**src/rtl/wisc_pkg.sv**
```systemverilog
// Shared front-end constants and the fetch-entry layout used between fetch and decode.
package wisc_pkg;

  localparam logic [15:0] NOP_INSTR = 16'h0800;
  localparam logic [4:0]  HALT_OPC  = 5'b00000;

  typedef struct packed {
    logic [15:0] instr;
    logic [15:0] pc_inc;
    logic        err;
  } fetch_entry_t;

endpackage

```
**src/rtl/dff.sv**
```systemverilog
// Plain register cell used for storage arrays; callers mux their own write enable in front.
module dff #(
  parameter int unsigned WIDTH = 1
) (
  input  logic             clk,
  input  logic [WIDTH-1:0] i_d,
  output logic [WIDTH-1:0] o_q
);

  always_ff @(posedge clk) begin
    o_q <= i_d;
  end

endmodule

```
**src/rtl/fetch_queue.sv**
```systemverilog
// Small in-order queue between fetch and decode: flush on redirect, blocks fetch after HALT.
module fetch_queue
  import wisc_pkg::*;
#(
  parameter int unsigned DEPTH = 2,
  parameter int unsigned WIDTH = 16
) (
  input  logic             clk,
  input  logic             rst,
  input  logic             in_valid,
  input  logic [WIDTH-1:0] in_instr,
  input  logic [WIDTH-1:0] in_pc_inc,
  input  logic             in_err,
  output logic             in_ready,
  output logic             out_valid,
  output logic [WIDTH-1:0] out_instr,
  output logic [WIDTH-1:0] out_pc_inc,
  output logic             out_err,
  input  logic             out_ready,
  input  logic             flush,
  output logic             halt_seen
);

  localparam int unsigned AW = $clog2(DEPTH);
  localparam int unsigned CW = AW + 1;
  localparam int unsigned EW = 2 * WIDTH + 1;

  logic [AW-1:0] r_rd_ptr;
  logic [AW-1:0] r_wr_ptr;
  logic [CW-1:0] r_count;
  logic          r_halt_seen;

  logic          w_enq;
  logic          w_deq;
  logic          w_is_halt;
  logic [EW-1:0] w_in_entry;
  logic [EW-1:0] w_head;
  logic [EW-1:0] w_d [DEPTH];
  logic [EW-1:0] w_q [DEPTH];

  // Readiness looks only at registered state so decode stalls never reach fetch combinationally.
  assign in_ready   = (r_count != CW'(DEPTH)) & ~r_halt_seen;
  assign out_valid  = (r_count != '0);
  assign halt_seen  = r_halt_seen;

  assign w_enq      = in_valid & in_ready & ~flush;
  assign w_deq      = out_valid & out_ready & ~flush;
  assign w_is_halt  = (in_instr[WIDTH-1 -: 5] == HALT_OPC);
  assign w_in_entry = {in_instr, in_pc_inc, in_err};

  for (genvar g = 0; g < DEPTH; g++) begin : g_entry
    assign w_d[g] = (w_enq && (r_wr_ptr == AW'(g))) ? w_in_entry : w_q[g];
    dff #(.WIDTH(EW)) u_entry (
      .clk (clk),
      .i_d (w_d[g]),
      .o_q (w_q[g])
    );
  end

  assign w_head     = w_q[r_rd_ptr];
  assign out_instr  = out_valid ? w_head[EW-1 -: WIDTH] : WIDTH'(NOP_INSTR);
  assign out_pc_inc = out_valid ? w_head[WIDTH:1] : '0;
  assign out_err    = out_valid & w_head[0];

  always_ff @(posedge clk) begin
    if (!rst || flush) begin
      r_rd_ptr    <= '0;
      r_wr_ptr    <= '0;
      r_count     <= '0;
      r_halt_seen <= 1'b0;
    end else begin
      if (w_enq) r_wr_ptr <= r_wr_ptr + AW'(1);
      if (w_deq) r_rd_ptr <= r_rd_ptr + AW'(1);
      case ({w_enq, w_deq})
        2'b10:   r_count <= r_count + CW'(1);
        2'b01:   r_count <= r_count - CW'(1);
        default: r_count <= r_count;
      endcase
      if (w_enq && w_is_halt) r_halt_seen <= 1'b1;
    end
  end

endmodule

```
**config.mk**
```make
export PLATFORM = sky130hd
export DESIGN_NAME = fetch_queue
export DESIGN_NICKNAME = d
export VERILOG_FILES = /design/src/rtl/wisc_pkg.sv /design/src/rtl/dff.sv /design/src/rtl/fetch_queue.sv
export SDC_FILE = /design/constraint.sdc
export NUM_CORES = 1
export LEC_CHECK = 0
export ABC_AREA = 1
export BUFFER_PORTS_ARGS = -buffer_cell sky130_fd_sc_hd__buf_4
export CAP_MARGIN = 20
export CORE_ASPECT_RATIO = 1.5
export CORE_MARGIN = 4
export CORE_UTILIZATION = 47
export CTS_CLUSTER_DIAMETER = 40
export DETAILED_ROUTE_END_ITERATION = 8
export GPL_ROUTABILITY_DRIVEN = 0
export HOLD_SLACK_MARGIN = 0.1
export PLACE_DENSITY = 0.75
export SYNTH_ARGS = -nofsm -noshare
export SYNTH_HDL_FRONTEND = slang
export SYNTH_HIERARCHICAL = 1
export SYNTH_SLANG_ARGS = --single-unit
export TNS_END_PERCENT = 10
```
**constraint.sdc**
```tcl
create_clock -name clk -period 1.3 [get_ports clk]
set_clock_uncertainty 0.05 [all_clocks]
set_input_delay 0.195 -clock clk [delete_from_list [all_inputs] [get_ports clk]]
set_output_delay 0.195 -clock clk [all_outputs]
set_load 0.03 [all_outputs]
```
Yosys cells after proc, flatten, opt, wreduce, memory -nomap -nowiden
Index checks and enable logic that the tools add are counted.
- bits of input ports: 38
- logic and storage cells: 38
- output and inout bits: 36
- register bits after elaboration: 71
- muxes and demuxes: 6
- bitwise operators: 10
- equality and inequality tests: 3
- reduce and logical (&&, ||, !) cells: 8
- order comparisons: 1
- add/sub/neg operators: 4
- operators by type and width (kind ; number):
    two-way mux 33 bit ; 3
    two-way mux 16 bit ; 2
    AND 1 bit ; 6
    zero test 5 bit ; 1
    case mux 2 bit (2 select lines) ; 1
    nonzero test 2 bit ; 2
    logical AND 1 bit ; 3
    inverter 1 bit ; 3
    adder 1 bit (second input constant) ; 2
    adder 2 x 1 -> 2 bit (second input constant) ; 1
    equality test 2 x 1 -> 1 bit (second input constant) ; 1
    equality test 2 bit (second input constant) ; 1
    greater-or-equal comparator 2 bit (second input constant) ; 1
    inequality test 2 bit (second input constant) ; 1
    inverter 1 -> 2 bit ; 1
    subtractor 2 x 1 -> 2 bit (second input constant) ; 1
    zero test 1 bit ; 1
    logical OR 1 bit ; 1

Longest topological paths before layout
Gate-level depths: netlist of the first run.
- depth in word-level cells: 6
- gate-level depth with buffers: 11
- mapped depth without buffers: 11

Cells and area by module
Netlist of the first run, hierarchy kept.
- by module, submodules not included (module ; area an instance (µm²) ; instances ; sequential area each (µm²) ; cells each):
    fetch_queue ; 1654.1 ; 1 ; 100.1 ; 336
    dff ; 660.6 ; 2 ; 660.6 ; 33

Worst setup path before layout of the first run
OpenSTA, ideal clock, no wires.
- path kind: reg2out
- from: register r_count[1]
- to: output out_err
- data arrival time: 1531 ps
- stages on the path, launching flop included: 6
- path buffers: 1
- data required time: 1055 ps
- setup slack: -476 ps
- cell sequence: dfxtp_1 inv_1 nand2_1 inv_1 buf_2 a21oi_1
- word-level cells in the longest chain between the ends: 2
- RTL lines (what ; line ; text):
    from (decl) ; fetch_queue.sv:30 ; logic [CW-1:0] r_count;
    from (signal assigned) ; fetch_queue.sv:75 ; 2'b10: r_count <= r_count + CW'(1);
    from (signal assigned) ; fetch_queue.sv:76 ; 2'b01: r_count <= r_count - CW'(1);
    from (signal assigned) ; fetch_queue.sv:77 ; default: r_count <= r_count;
    nonzero test 2 bit ; fetch_queue.sv:43 ; assign out_valid = (r_count != '0);
    net out_valid ; fetch_queue.sv:15 ; output logic out_valid,
    AND 1 bit ; fetch_queue.sv:63 ; assign out_err = out_valid & w_head[0];
    to (decl) ; fetch_queue.sv:18 ; output logic out_err,
The timed path passes the listed nets, and every way through them passes these cells.

Worst setup path in the final report of the first run
- from: register r_count[0]
- to: output out_instr[14]
- word-level cells in the longest chain between the ends: 2
- RTL lines (what ; line ; text):
    nonzero test 2 bit ; fetch_queue.sv:43 ;
    two-way mux 16 bit ; fetch_queue.sv:61 ; assign out_instr = out_valid ? w_head[EW-1 -: WIDTH] : WIDTH'(NOP_INSTR);
    to (decl) ; fetch_queue.sv:16 ; output logic [WIDTH-1:0] out_instr,
Every way passes these cells.

==> results of run 1 <==
## path summary, 6_finish.rpt
path / start / end / depth (start not counted)
hold / removal: rst / r_count[1]$_SDFFE_PP0P_ / 3
setup reg to reg: r_count[0]$_SDFFE_PP0P_ / r_count[1]$_SDFFE_PP0P_ / 11
setup / recovery: r_count[0]$_SDFFE_PP0P_ / out_instr[14] / 6
hold reg to reg: g_entry[0].u_entry/o_q[19]$_DFF_P_ / g_entry[0].u_entry/o_q[19]$_DFF_P_ / 2
## metrics by stage
step | utilization, % | TNS [ns] | power (mW) | hold WS, ns | std cells
2_1_floorplan | - | -4.39 | 3.52 | 0.298 | 402
3_3_place_gp | 65.5 | -0.858 | 3.75 | 0.388 | 544
3_5_place_dp | 65.5 | -1.61 | 3.81 | 0.394 | 544
4_1_cts | 79.3 | -18.42 | 5.89 | 0.120 | 599
5_1_grt | 80.0 | -25.55 | 6.19 | 0.142 | 600
6_report | 80.0 | -18.61 | 5.89 | 0.131 | 600
## cells in the final DEF, fill, tap and decap left out, drive strengths merged, types with 4 or more instances in the layout
cell         instances
a21oi               37
buf                 98
clkbuf              12
dfxtp               71
dlygate4sd3         33
inv                 44
nand2              145
nand3                4
nor2                 6
o21ai               68
## routing by layer
| layer | up-vias | track usage (%) |
|---|---|---|
| met4 | 0 | 7.39 |
| met2 | 78 | 40.7 |
| li1 | 1507 | - |
| met1 | 1378 | 25.8 |
| met3 | 9 | 3.82 |
| met5 | - | 0 |
## repair_timing
item                                    CTS  global route
gates cloned                              2             1
endpoints found under the setup margin   88           104
buffers inserted                          4             0
hold buffers                             33             0
pin swaps                                 2             2
endpoints found under the hold margin    61             0
gates resized for setup                  57             5
## worst max-delay path: stages, from the launching register on
cell and delay [ns]:
sky130_fd_sc_hd__dfxtp_2 0.35, sky130_fd_sc_hd__inv_4 0.05, sky130_fd_sc_hd__nand2_8 0.08, sky130_fd_sc_hd__clkinv_8 0.09
sky130_fd_sc_hd__clkbuf_16 0.18, sky130_fd_sc_hd__a21oi_4 0.11, sky130_fd_sc_hd__buf_6 0.14
## logic make-up after synthesis
| group | synth area share, % |
|---|---|
| buf+inv | 11.4 |
| fa+ha+maj | 0.420 |
| simple gates | 20.3 |
| compound gates | 20.2 |
| flops | 47.8 |
## cells in the mapped netlist (all sizes together)
cell      n  area (sq um)
a21oi    37           196
buf      17           141
clkbuf    7          27.5
clkinv    1          3.75
dfxtp    71          1420
ha        1          12.5
inv      44           165
nand2   145           544
nand3     4          30.0
nand4     1          6.26
nor2      6          22.5
o21ai    68           404
## area by class of cell
class	count	share of cell area, %
clock inverters	5	1.66
repair buffers	132	27.7
well taps	74	1.89
multi-input cells	262	32.8
flip-flops and latches	71	29.1
clock buffers	11	2.88
inverters	45	3.95
## power by group
part	internal, mW	switching (mW)
registers	2.58	0.208
clock network	1.13	0.808
logic	0.557	0.611
total	4.27	1.63
## sequential cells by signal (all words and copies together), names as in the netlist
signal / flops
g_entry.u_entry/o_q: 66
r_count: 2
halt_seen: 1
r_rd_ptr: 1
r_wr_ptr: 1
==> impl_metrics.py, run 1 <==
metrics = {
    "run_status": {
        "status": "finished, violations left",
        "violations": "negative setup slack",
    },
    "synth": {
        "synth.cell_area_sq_mm": 0.00298,
        "postSynthCellCount": 402,
        "synthesis.yosys.warnings": 6,
        "avg_synthesized_cell_area_sq_um": 7.40,
        "register_bit_count_reported_by_yosys": 71,
        "syn_nets": 441,
        "synth_seq_area_share_pct": 47.8,
        "netlist-cell-type-count": 19,
    },
    "floorplanning": {
        "top_level_port_count": 74,
        "chipHeight_um": 105,
        "initial_utilization_pct": 48.5,
        "die_area_sq_mm": 0.00769,
        "core_area_sq_mm": 0.00613,
        "die_width_um": 73.0,
        "placement_rows": 35,
    },
    "final_layout": {
        "diodes_inserted": 0,
        "seqCellArea_sq_mm": 0.00143,
        "final_net_count": 560,
        "multiInputGateArea_sq_mm": 0.00161,
        "num-fill-cells": 384,
        "fraction_of_final_layout_cells_sized_beyond_drive_strength_1_pct": 34.4,
        "stdcell_area_sq_mm": 0.00491,
        "area_growth_pct": 64.9,
    },
    "critical_path": {
        "critPathCaptureType": "output pin",
        "critPathKind": "register to output pin",
        "critPathMaxFanout": 6,
        "reg2reg_setup_slack_ns": -0.22,
        "startpoint_type": "register",
        "crit_arrival_ns": 1.36,
        "cp.required_ns": 1.05,
    },
    "timing": {
        "fmaxAchievable_mhz": 622,
        "worst-slew-pin-transition_ns": 0.297,
        "setup_viol": 104,
        "final-hold-violation-count": 0,
        "setup_ws_ns": -0.307,
        "report.final.slew_viol_count": 0,
        "max_slew_margin_vs_limit_pct": 80.2,
        "setup_repair_after_global_routing_missed_its_margin": "yes",
        "timing.final.crit_share_pct": 124,
        "final_period_minus_worst_setup_slack_ns": 1.61,
    },
    "drt": {
        "postRouteAntennaNets": 0,
        "routedLengthMet1_um": 3230,
        "top_signal_layer_used": "met4",
        "wire_per_inst_um": 13.6,
        "drc": 0,
        "detail_route.wirelength_um": 8170,
        "met3WireLength_um": 345,
        "initialDrtViolationCount": 224,
        "first_pass_iters": 5,
        "route.met2.wl_um": 4500,
        "num_vias": 2972,
        "route.detailed.vias_per_inst": 4.95,
    },
    "global_routing": {
        "grt_pass1_wl_um": 13700,
        "antenna_violations_before_repair": 0,
        "total_track_usage_pct": 22.4,
        "grt.overflow.total": 0,
        "maximum_number_of_pins_on_one_net_before_global_route_repair": 67,
        "grt_pass1_vias": 3049,
    },
    "clock_tree": {
        "htreeDepth": 3,
        "worstSkewPairLatency_ns": 0.33,
        "clk_root_buffer_cell": "sky130_fd_sc_hd__clkbuf_8",
        "cts_made_buffers": 9,
        "clk_pin_slew_ns": 0.07,
        "max-clock-path-buffers": 2,
        "cts_tree": "built",
        "numClockSinks": 71,
    },
    "placement": {
        "io_buffer_count": 73,
        "placed_area_sq_mm": 0.00402,
        "dp_worst_setup_slack_ns": -0.0803,
        "detailedPlacementHpwl_um": 4750,
    },
    "pwr": {
        "vdd_ir_drop_max_mv": 1.15,
        "power_density_mw_per_mm2": 1200,
        "static-leakage-power_nw": 2.15,
    },
    "job": {
        "maxCapViolations": 0,
    },
    "worst_hold_path": {
        "class_of_the_tightest_hold_or_removal_check": "input pin to register",
    },
}
No activity file was read; power rests on OpenSTA's default activity.
==> inputs of run 2 (changes only) <==
--- a/config.mk
+++ b/config.mk
@@ -18,6 +18,5 @@
 export PLACE_DENSITY = 0.75
 export SYNTH_ARGS = -nofsm -noshare
 export SYNTH_HDL_FRONTEND = slang
-export SYNTH_HIERARCHICAL = 1
 export SYNTH_SLANG_ARGS = --single-unit
 export TNS_END_PERCENT = 10
==> impl_metrics.py, run 2 <==
metrics = {
    "synth": {
        "avg_synthesized_cell_area_sq_um": 12.8,
        "synthesis.yosys.warnings": 0,
        "synth_edf_count": 66,
        "adder_cell_share_of_the_synthesized_area_pct": 0.433,
        "share_of_the_synthesized_area_in_the_top_cell_type_pct": 68.6,
        "postSynthCellCount": 226,
        "asyncSetResetFlopFracSynth_pct": 0,
        "synthFlopType": "sky130_fd_sc_hd__edfxtp_1",
        "synth.cell_area_sq_mm": 0.00289,
        "yosys.area_share.xor_xnor_pct": 0,
        "synthTopCellsByArea": "sky130_fd_sc_hd__edfxtp_1 69%, sky130_fd_sc_hd__nand2_1 9.9%, sky130_fd_sc_hd__a21oi_2 9.1%",
        "netlist-cell-type-count": 17,
        "yosys.area_share.simple_pct": 12.8,
        "register_bit_count_reported_by_yosys": 71,
        "syn_nets": 265,
        "synth_top_cell_by_area": "sky130_fd_sc_hd__edfxtp_1",
        "synth_seq_area_share_pct": 72.0,
        "yosys-mux-area-fraction_pct": 0,
        "synth_top_family_by_area": "simple AND/OR/NAND/NOR gates",
        "yosysMostFrequentCell": "sky130_fd_sc_hd__nand2_1",
        "yosys-top-cells-count": "76 x sky130_fd_sc_hd__nand2_1, 66 x sky130_fd_sc_hd__edfxtp_1, 30 x sky130_fd_sc_hd__a21oi_2",
        "area_fraction_in_compound_gates_after_synthesis_pct": 10.3,
    },
    "drt": {
        "wire_per_inst_um": 16.0,
        "first_pass_iters": 4,
        "num_vias": 2135,
        "route.detailed.vias_per_inst": 4.86,
        "detail_route.wirelength_um": 7020,
        "initialDrtViolationCount": 106,
        "drc": 0,
        "postRouteAntennaNets": 0,
    },
    "global_routing": {
        "maximum_number_of_pins_on_one_net_before_global_route_repair": 25,
        "antenna_violations_before_repair": 0,
        "grt_pass1_vias": 2328,
        "grt_pass1_wl_um": 11100,
        "total_track_usage_pct": 20.0,
        "grt.overflow.total": 0,
    },
    "clock_tree": {
        "cts_made_buffers": 9,
        "clk_pin_slew_ns": 0.07,
        "cts_tree": "built",
        "worstSkewPairLatency_ns": 0.34,
        "clk_root_buffer_cell": "sky130_fd_sc_hd__clkbuf_8",
        "numClockSinks": 71,
        "htreeDepth": 3,
        "max-clock-path-buffers": 2,
    },
    "worst_hold_path": {
        "hold_depth": 5,
        "class_of_the_tightest_hold_or_removal_check": "input pin to register",
    },
    "final_layout": {
        "seqCellArea_sq_mm": 0.00209,
        "stdcell_area_sq_mm": 0.00470,
        "regMostFlops": "g_entry.u_entry.o_q",
        "fraction_of_final_layout_cells_sized_beyond_drive_strength_1_pct": 46.6,
        "diodes_inserted": 0,
        "multiInputGateArea_sq_um": 883,
        "layout.cells.most_common_list": "74 x sky130_fd_sc_hd__nand2_1, 66 x sky130_fd_sc_hd__edfxtp_1, 53 x sky130_fd_sc_hd__buf_4",
        "largestRegisters": "g_entry.u_entry.o_q x66, r_count x2",
        "mostFrequentLayoutCell": "sky130_fd_sc_hd__nand2_1",
        "num-fill-cells": 307,
        "largest_reg_flops": 66,
        "final_net_count": 401,
        "area_growth_pct": 62.8,
    },
    "timing": {
        "max_slew_margin_vs_limit_pct": 81.5,
        "final_period_minus_worst_setup_slack_ns": 1.67,
        "timing.final.crit_share_pct": 129,
        "setup_viol": 103,
        "worst-slew-pin-transition_ns": 0.277,
        "final-hold-violation-count": 0,
        "setup_ws_ns": -0.371,
        "report.final.slew_viol_count": 0,
        "fmaxAchievable_mhz": 598,
        "setup_repair_after_global_routing_missed_its_margin": "yes",
    },
    "critical_path": {
        "startpoint_type": "register",
        "critPathLaunch": "r_count[1]$_SDFFE_PP0P_",
        "critPathCaptureType": "output pin",
        "critPathMaxFanout": 7,
        "critical-path-slowest-cell": "sky130_fd_sc_hd__dfxtp_2",
        "critPathKind": "register to output pin",
        "cp.required_ns": 1.05,
        "worst-path-stages": 7,
        "worst_path_largest_cell_delay_ns": 0.34,
        "critical-path-top-cell-by-count": "sky130_fd_sc_hd__buf_6",
        "critPathCapture": "out_pc_inc[13]",
        "worst-path-buf-inv": 5,
        "crit_arrival_ns": 1.43,
        "crit-reg2reg-capture": "r_count[0]$_SDFFE_PP0P_",
        "critical_path.cell_chain": "inv_2 > nand2_2 > buf_6 > inv_8 > buf_16 > a21oi_4 > buf_6",
        "timing.rr.start": "r_count[0]$_SDFFE_PP0P_",
        "path_delay_family": "buffers and inverters",
        "reg2reg_setup_slack_ns": -0.23,
        "timing.reg2reg.worst_path_depth": 9,
    },
    "placement": {
        "detailedPlacementHpwl_um": 3880,
        "placed_area_sq_mm": 0.00372,
        "io_buffer_count": 73,
        "dp_worst_setup_slack_ns": -0.167,
    },
    "floorplanning": {
        "core_area_sq_mm": 0.00587,
        "placement_rows": 34,
        "initial_utilization_pct": 49.2,
        "top_level_port_count": 74,
        "die_width_um": 72.0,
        "chipHeight_um": 104,
        "die_area_sq_mm": 0.00749,
    },
    "pwr": {
        "totalPowerFinal_mw": 4.83,
        "seq_power_share_pct": 53.4,
        "power_frac_clock_pct": 34.3,
        "switching_share_pct": 22.5,
        "vdd_ir_drop_max_mv": 0.789,
        "static-leakage-power_nw": 1.78,
        "pwr-share-comb_pct": 12.3,
        "power_density_mw_per_mm2": 1030,
        "cell_internal_pwr_mw": 3.74,
        "p_sw_mw": 1.09,
    },
    "run_status": {
        "violations": "negative setup slack",
        "status": "finished, violations left",
    },
    "job": {
        "maxCapViolations": 0,
    },
}
-- run 2: cells by family (layout without fill, tap and decap cells) --
logic type	after synthesis	count (layout)
adder cells (fa/ha/maj)	1	1
buffers and inverters	24	165
AO/OA/AOI/OAI	37	37
flip-flops	71	71
AND/OR/NAND/NOR	93	93
-- run 2: metal layers --
metal / up-vias / part of all wire (%) / GRT usage [%]
met5: - / 0 / 0
met2: 52 / 59 / 37.0
met1: 1023 / 34 / 19.9
li1: 1043 / - / -
met3: 17 / 3.6 / 4.64
met4: 0 / 3.2 / 10.3
-- run 2: how the worst min path moves through the flow --
stage	startpoint	endpoint	slack, ns
CTS	rst	r_count[1]$_SDFFE_PP0P_	0.15
global route	out_ready	r_rd_ptr$_SDFFE_PP0P_	0.19
finish	rst	r_wr_ptr$_SDFFE_PP0P_	0.17
detailed placement	in_pc_inc[11]	g_entry[1].u_entry.o_q[12]$_DFFE_PP_	0.33
floorplan	in_err	g_entry[0].u_entry.o_q[0]$_DFFE_PP_	0.24
global placement	in_pc_inc[3]	g_entry[1].u_entry.o_q[4]$_DFFE_PP_	0.33
-- run 2: tightest hold or removal path: stages --
cell	delay (ns)
sky130_fd_sc_hd__buf_4	0.11
sky130_fd_sc_hd__inv_1	0.04
sky130_fd_sc_hd__nor2_1	0.07
sky130_fd_sc_hd__nand2_1	0.07
sky130_fd_sc_hd__nor2_1	0.03
-- run 2: what timing repair did --
| item | CTS | global route |
|---|---|---|
| setup buffers | 3 | 0 |
| pin swaps | 3 | 0 |
| setup endpoints to repair | 103 | 104 |
| gates resized for setup | 68 | 14 |
| gates cloned | 3 | 0 |
| hold buffers | 33 | 0 |
| hold endpoints to repair | 66 | 0 |
-- run 2: area by class of cell --
class                      instances  share of cell area, %
clock buffer                      10                   2.71
clock inverter                     6                   1.30
inverter                          14                   1.46
multi-input combinational        131                   18.8
sequential                        71                   44.5
tap                               72                   1.91
timing repair buffer             135                   29.4
-- run 2: metrics by stage --
step | instances | hold WS [ns] | utilization [%] | setup TNS (ns)
after floorplan | 226 | 0.244 | - | -22.62
after global placement | 384 | 0.332 | 63.3 | -8.07
after detailed placement | 384 | 0.333 | 63.3 | -9.75
after CTS | 439 | 0.149 | 78.5 | -24.76
after global routing | 439 | 0.194 | 80.1 | -31.38
final | 439 | 0.167 | 80.1 | -24.70
-- run 2: power by group through the flow --
stage | Sequential, mW | Clock [mW] | Combinational [mW]
floorplan | 2.63 | 0 | 0.191
global placement | 2.63 | 0 | 0.393
detailed placement | 2.63 | 0 | 0.402
CTS | 2.58 | 1.68 | 0.567
global route | 2.58 | 1.79 | 0.634
finish | 2.58 | 1.66 | 0.594
